===== config.mk =====
export PLATFORM = sky130hd
export DESIGN_NAME = chunk_serializer
export DESIGN_NICKNAME = d
export VERILOG_FILES = /design/src/rtl/chunk_pkg.sv /design/src/rtl/chunk_select.sv /design/src/rtl/chunk_serializer.sv
export SDC_FILE = /design/constraint.sdc
export NUM_CORES = 1
export LEC_CHECK = 0
export CAP_MARGIN = 25
export CORE_MARGIN = 4
export CORE_UTILIZATION = 65
export CTS_CLUSTER_SIZE = 20
export DETAILED_ROUTE_END_ITERATION = 12
export DONT_BUFFER_PORTS = 1
export PLACE_DENSITY = 0.81
export SKIP_LAST_GASP = 1
export SLEW_MARGIN = 20
export SYNTH_ARGS = -nofsm -noshare
export SYNTH_HDL_FRONTEND = slang
export SYNTH_SLANG_ARGS = --single-unit

===== constraint.sdc =====
create_clock -name clk -period 3.9 [get_ports clk]
set_input_delay 0.39 -clock clk [delete_from_list [all_inputs] [get_ports clk]]
set_output_delay 0.39 -clock clk [all_outputs]
set_load 0.02 [all_outputs]

===== src/rtl/chunk_pkg.sv =====
// Shared constants and helpers for the chunk-stream blocks: default geometry,
// length-field sizing and normalisation of a requested chunk count.
package chunk_pkg;

  localparam int DEF_CHUNK_BITS = 4;
  localparam int DEF_NUM_CHUNKS = 8;

  // Width needed to encode a chunk count in the range 0..num_chunks.
  function automatic int len_bits(input int num_chunks);
    return $clog2(num_chunks + 1);
  endfunction

  // A request of 0 means a full word; anything larger than a word is clamped.
  function automatic int norm_len(input int len, input int num_chunks);
    if (len == 0 || len > num_chunks) begin
      return num_chunks;
    end
    return len;
  endfunction

endpackage


===== src/rtl/chunk_select.sv =====
// Combinational chunk mux: picks one CHUNK_BITS-wide slice of a word by
// emission index, counting from the low or high end of the word.
module chunk_select
  import chunk_pkg::*;
#(
  parameter int CHUNK_BITS = DEF_CHUNK_BITS,
  parameter int NUM_CHUNKS = DEF_NUM_CHUNKS,
  parameter int MSB_FIRST  = 0,
  parameter int IDX_BITS   = len_bits(DEF_NUM_CHUNKS)
) (
  input  logic [NUM_CHUNKS*CHUNK_BITS-1:0] data,
  input  logic [IDX_BITS-1:0]              index,
  output logic [CHUNK_BITS-1:0]            chunk
);

  logic [IDX_BITS-1:0] sel;

  // MSB-first walks down from the top chunk, so short words send their top chunks.
  always_comb begin
    if (MSB_FIRST != 0) begin
      sel = IDX_BITS'(NUM_CHUNKS - 1) - index;
    end else begin
      sel = index;
    end
  end

  always_comb begin
    chunk = '0;
    for (int k = 0; k < NUM_CHUNKS; k++) begin
      if (sel == IDX_BITS'(k)) begin
        chunk = data[k*CHUNK_BITS +: CHUNK_BITS];
      end
    end
  end

endmodule


===== src/rtl/chunk_serializer.sv =====
// Word-to-chunk serializer with an ACTIVE slot being emitted and a PENDING
// slot that lets the next word start on the cycle after the current one retires.
module chunk_serializer
  import chunk_pkg::*;
#(
  parameter int CHUNK_BITS  = DEF_CHUNK_BITS,
  parameter int NUM_CHUNKS  = DEF_NUM_CHUNKS,
  parameter int MSB_FIRST   = 0,
  localparam int DATA_BITS  = NUM_CHUNKS * CHUNK_BITS,
  localparam int LEN_BITS   = len_bits(NUM_CHUNKS)
) (
  input  logic                  clk,
  input  logic                  reset_n,
  input  logic                  in_valid,
  output logic                  in_ready,
  input  logic [DATA_BITS-1:0]  in_data,
  input  logic [LEN_BITS-1:0]   in_len,
  output logic                  out_valid,
  input  logic                  out_ready,
  output logic [CHUNK_BITS-1:0] out_bits,
  output logic                  out_last
);

  // Handshakes: a transfer happens on a rising edge where valid && ready.
  // valid never depends on ready; once raised, valid and payload hold until
  // the transfer. in_ready depends only on registered state.

  logic                 act_valid;
  logic [DATA_BITS-1:0] act_data;
  logic [LEN_BITS-1:0]  act_len;
  logic [LEN_BITS-1:0]  index;

  logic                 pend_valid;
  logic [DATA_BITS-1:0] pend_data;
  logic [LEN_BITS-1:0]  pend_len;

  logic                  accept;
  logic                  fire;
  logic                  at_last;
  logic                  retire;
  logic                  to_active;
  logic [LEN_BITS-1:0]   in_len_norm;
  logic [CHUNK_BITS-1:0] sel_chunk;

  assign in_ready    = !pend_valid;
  assign accept      = in_valid && in_ready;
  assign fire        = act_valid && out_ready;
  assign at_last     = act_valid && (index == act_len - LEN_BITS'(1));
  assign retire      = fire && at_last;
  assign to_active   = !act_valid || (retire && !pend_valid);
  assign in_len_norm = LEN_BITS'(norm_len(int'(in_len), NUM_CHUNKS));

  chunk_select #(
    .CHUNK_BITS (CHUNK_BITS),
    .NUM_CHUNKS (NUM_CHUNKS),
    .MSB_FIRST  (MSB_FIRST),
    .IDX_BITS   (LEN_BITS)
  ) u_select (
    .data  (act_data),
    .index (index),
    .chunk (sel_chunk)
  );

  assign out_valid = act_valid;
  assign out_last  = at_last;
  assign out_bits  = act_valid ? sel_chunk : '0;

  always_ff @(posedge clk or negedge reset_n) begin
    if (!reset_n) begin
      act_valid  <= 1'b0;
      act_data   <= '0;
      act_len    <= '0;
      index      <= '0;
      pend_valid <= 1'b0;
      pend_data  <= '0;
      pend_len   <= '0;
    end else begin
      if (fire) begin
        if (at_last) begin
          if (pend_valid) begin
            act_data   <= pend_data;
            act_len    <= pend_len;
            index      <= '0;
            pend_valid <= 1'b0;
          end else begin
            act_valid <= 1'b0;
          end
        end else begin
          index <= index + LEN_BITS'(1);
        end
      end

      // Accept implies PENDING is empty, so this never collides with the
      // PENDING-to-ACTIVE move above; its ACTIVE writes take priority.
      if (accept) begin
        if (to_active) begin
          act_valid <= 1'b1;
          act_data  <= in_data;
          act_len   <= in_len_norm;
          index     <= '0;
        end else begin
          pend_valid <= 1'b1;
          pend_data  <= in_data;
          pend_len   <= in_len_norm;
        end
      end
    end
  end

endmodule


==> impl_metrics.py <==
metrics = {
    "pwr": {
        "p_clk_share_pct": 18.1,
        "p_seq_share_pct": 40.9,
        "switchingPower_uw": 1330,
        "powerDensity_nw_per_um2": 834,
        "ir_drop_mv": 0.608,
        "p_sw_share_pct": 36.3,
        "power.internal_uw": 2340,
        "power.leakage_uw": 0.00181,
        "comb_power_share_pct": 40.9,
    },
    "status": {
        "status": "finished clean",
    },
    "critical_path": {
        "critPathKind": "flop to primary output",
        "end_kind": "primary output",
        "cp_max_fo": 17,
        "start_kind": "flop",
        "arrival_ns": 2.45,
        "cp_data_required_time_ns": 3.51,
    },
    "synthesis": {
        "yosysWarnings": 0,
        "synth_top_area_cell": "dfrtp_1",
        "yosys.cell_count.top_type": "dfrtp_1",
        "async_flop_share_pct": 100,
        "synth_area_leaders": "dfrtp_1 (46%), mux2_4 (11%), mux2i_1 (9.0%)",
        "syn_nets": 417,
        "ys_ff_latch": 78,
        "syn_avg_cell_area_um2": 11.4,
        "netlist.area_leader.share_pct": 46.1,
        "synth_area_um2": 4240,
        "yosysUniqueCellTypes": 43,
        "synth_edf_count": 0,
        "synth_common_cells": "dfrtp_1 (78), nand2_1 (44), mux2i_1 (38), mux2_4 (32)",
        "ys.flop_type": "dfrtp_1",
        "syn_inst": 372,
        "ys_seq_area_share_pct": 46.1,
    },
    "routing": {
        "drt_first_iter_violations": 189,
        "drt_wl_total_mm": 8.19,
        "firstDrtPassIters": 4,
        "drt-vias-per-instance": 5.99,
        "wl_per_cell_um": 18.4,
        "drc_errors": 0,
        "ant_nets": 0,
        "via_count": 2670,
    },
    "clock_network": {
        "clk_path_buf_depth": 2,
        "post_cts_resized": 0,
        "clkLatencyLatePin_ns": 0.36,
        "clkTransAtPathRegs_ns": 0.08,
        "clock-sinks": 78,
        "htree_num_levels": 3,
        "ctsRootBufferMaster": "clkbuf_8",
        "cts_tree": "built",
        "cts_buffers": 9,
    },
    "sta": {
        "worstMarginPinSlew_ns": 0.774,
        "period_share_pct": 72.9,
        "rsz0062_at_grt": "false",
        "setup_viol": 0,
        "tns_ns": 0,
        "fin_worst_skew_ns": 0.0105,
        "fin_crit_ns": 2.84,
        "slew_viol_final": 0,
        "slew_headroom_pct": 48.4,
        "hold_viol": 0,
        "hold_ws_ns": 0.105,
        "max_freq_ghz": 0.352,
    },
    "grt": {
        "grt_pass1_vias": 2746,
        "grt_pass1_wl_mm": 13.6,
        "antenna_found_initial": 0,
        "grt_max_degree": 79,
        "grt_usage_pct": 22.6,
        "grt-ovfl-total": 0,
    },
    "die": {
        "dieHeight_um": 88.7,
        "core_um2": 6350,
        "fp.dieArea_um2": 7880,
        "row_count": 29,
        "die_width_um": 88.7,
        "io_pins": 47,
        "initial_utilization_pct": 66.7,
    },
    "cells_and_area": {
        "stdcell_area_um2": 4400,
        "drive_above_1_share_pct": 20.1,
        "nets": 409,
        "syn_to_final_growth_pct": 3.93,
        "antenna_cells": 0,
    },
    "place": {
        "gp_congestion": 0.807,
        "io_buffers": 0,
        "postPlaceCellArea_um2": 4150,
        "dpl.hpwl_mm": 5.52,
    },
    "run": {
        "maxCapViolations": 0,
    },
    "hold_path": {
        "hp-class": "input port to flop",
    },
}
==> placed cells by master (no fill, tap or decap), types with 2 or more instances in the layout <==
cell / Yosys / final
a21o_1: 5 / 5
a21oi_1: 21 / 21
a221oi_1: 5 / 5
a2bb2oi_1: 3 / 3
buf_4: 5 / 4
bufinv_16: 0 / 2
clkbuf_1: 7 / 2
clkbuf_8: 0 / 10
clkinv_2: 0 / 2
dfrtp_1: 78 / 78
ha_1: 5 / 5
inv_1: 21 / 21
mux2_4: 32 / 32
mux2i_1: 38 / 38
nand2_1: 44 / 44
nand3_1: 2 / 2
nand3b_1: 10 / 10
nor2_1: 8 / 8
nor3_1: 3 / 3
o21ai_0: 16 / 16
o21ai_1: 17 / 17
o21ai_2: 15 / 15
o22ai_1: 4 / 4
xor2_1: 2 / 2
==> cells by family (layout without fill, tap and decap cells) <==
family	after synthesis	after routing	synth area share, %
AO/OA/AOI/OAI	92	92	14.3
flip-flops	78	78	46.1
AND/OR/NAND/NOR	76	76	9.12
multiplexers	70	70	20.3
buffers and inverters	46	43	7.15
adder cells (fa/ha/maj)	5	5	1.48
XOR/XNOR	5	5	1.56
==> power by group through the flow <==
stage                     Clock [µW]  Combinational, µW  Sequential, µW
final                            665               1500            1500
after global routing             713               1650            1550
after CTS                        676               1520            1500
after detailed placement           0               1480            1510
after global placement             0               1440            1500
after floorplan                    0               1380            1390
==> final timing paths <==
path,from,endpoint,slack [ns],cells after the start
setup / recovery,index[1],out_bits[3],1.06,6
hold / removal,out_ready,pend_valid,0.10,1
setup reg to reg,act_len[0],pend_data[5],1.43,6
hold reg to reg,pend_data[21],pend_data[21],0.52,1
max in group asynchronous,reset_n,act_data[27],3.00,2
min in group asynchronous,reset_n,act_data[9],0.58,2
==> area by class of cell <==
cell class / count / area, µm²
clock buffer: 12 / 145
fill: 473 / 1950
tap: 77 / 96.3
clock inverter: 4 / 70.1
timing repair buffer: 6 / 67.6
multi-input combinational: 248 / 1990
sequential: 78 / 1950
inverter: 21 / 78.8
==> registers in the layout, indices dropped and copies added (netlist names) <==
signal	cells
pend_valid	1
index	4
out_valid	1
act_data	32
act_len	4
pend_len	4
pend_data	32
==> metal layers <==
layer  part of all wire [%]  GRT usage (%)
met3                    6.9           9.12
met4                   0.88           5.49
met1                     43           29.0
met2                     49           35.8
met5                      0              0
==> worst max-delay path: stages, from the launching register on <==
cell      delay, ns
dfrtp_1        0.45
inv_1          0.11
ha_1           0.47
a21oi_1        0.14
a221oi_1       0.36
o22ai_1        0.14
a21oi_1        0.44
==> through the flow <==
step	power (µW)	std cells	util [%]	setup slack [ns]
after floorplan	2770	372	-	1.68
after global placement	2940	428	65.4	1.48
after detailed placement	3000	428	65.4	1.45
after CTS	3700	446	69.4	1.05
after global routing	3920	446	69.4	0.907
final	3670	446	69.4	1.06
==> timing repair <==
| action | 4_1_cts | 5_1_grt |
|---|---|---|
| endpoints found under the setup margin | 0 | 0 |
| hold endpoints to repair | 78 | 0 |
| setup buffers | 0 | 0 |
| hold buffers | 2 | 0 |
Power figures use the tool's default switching activity.
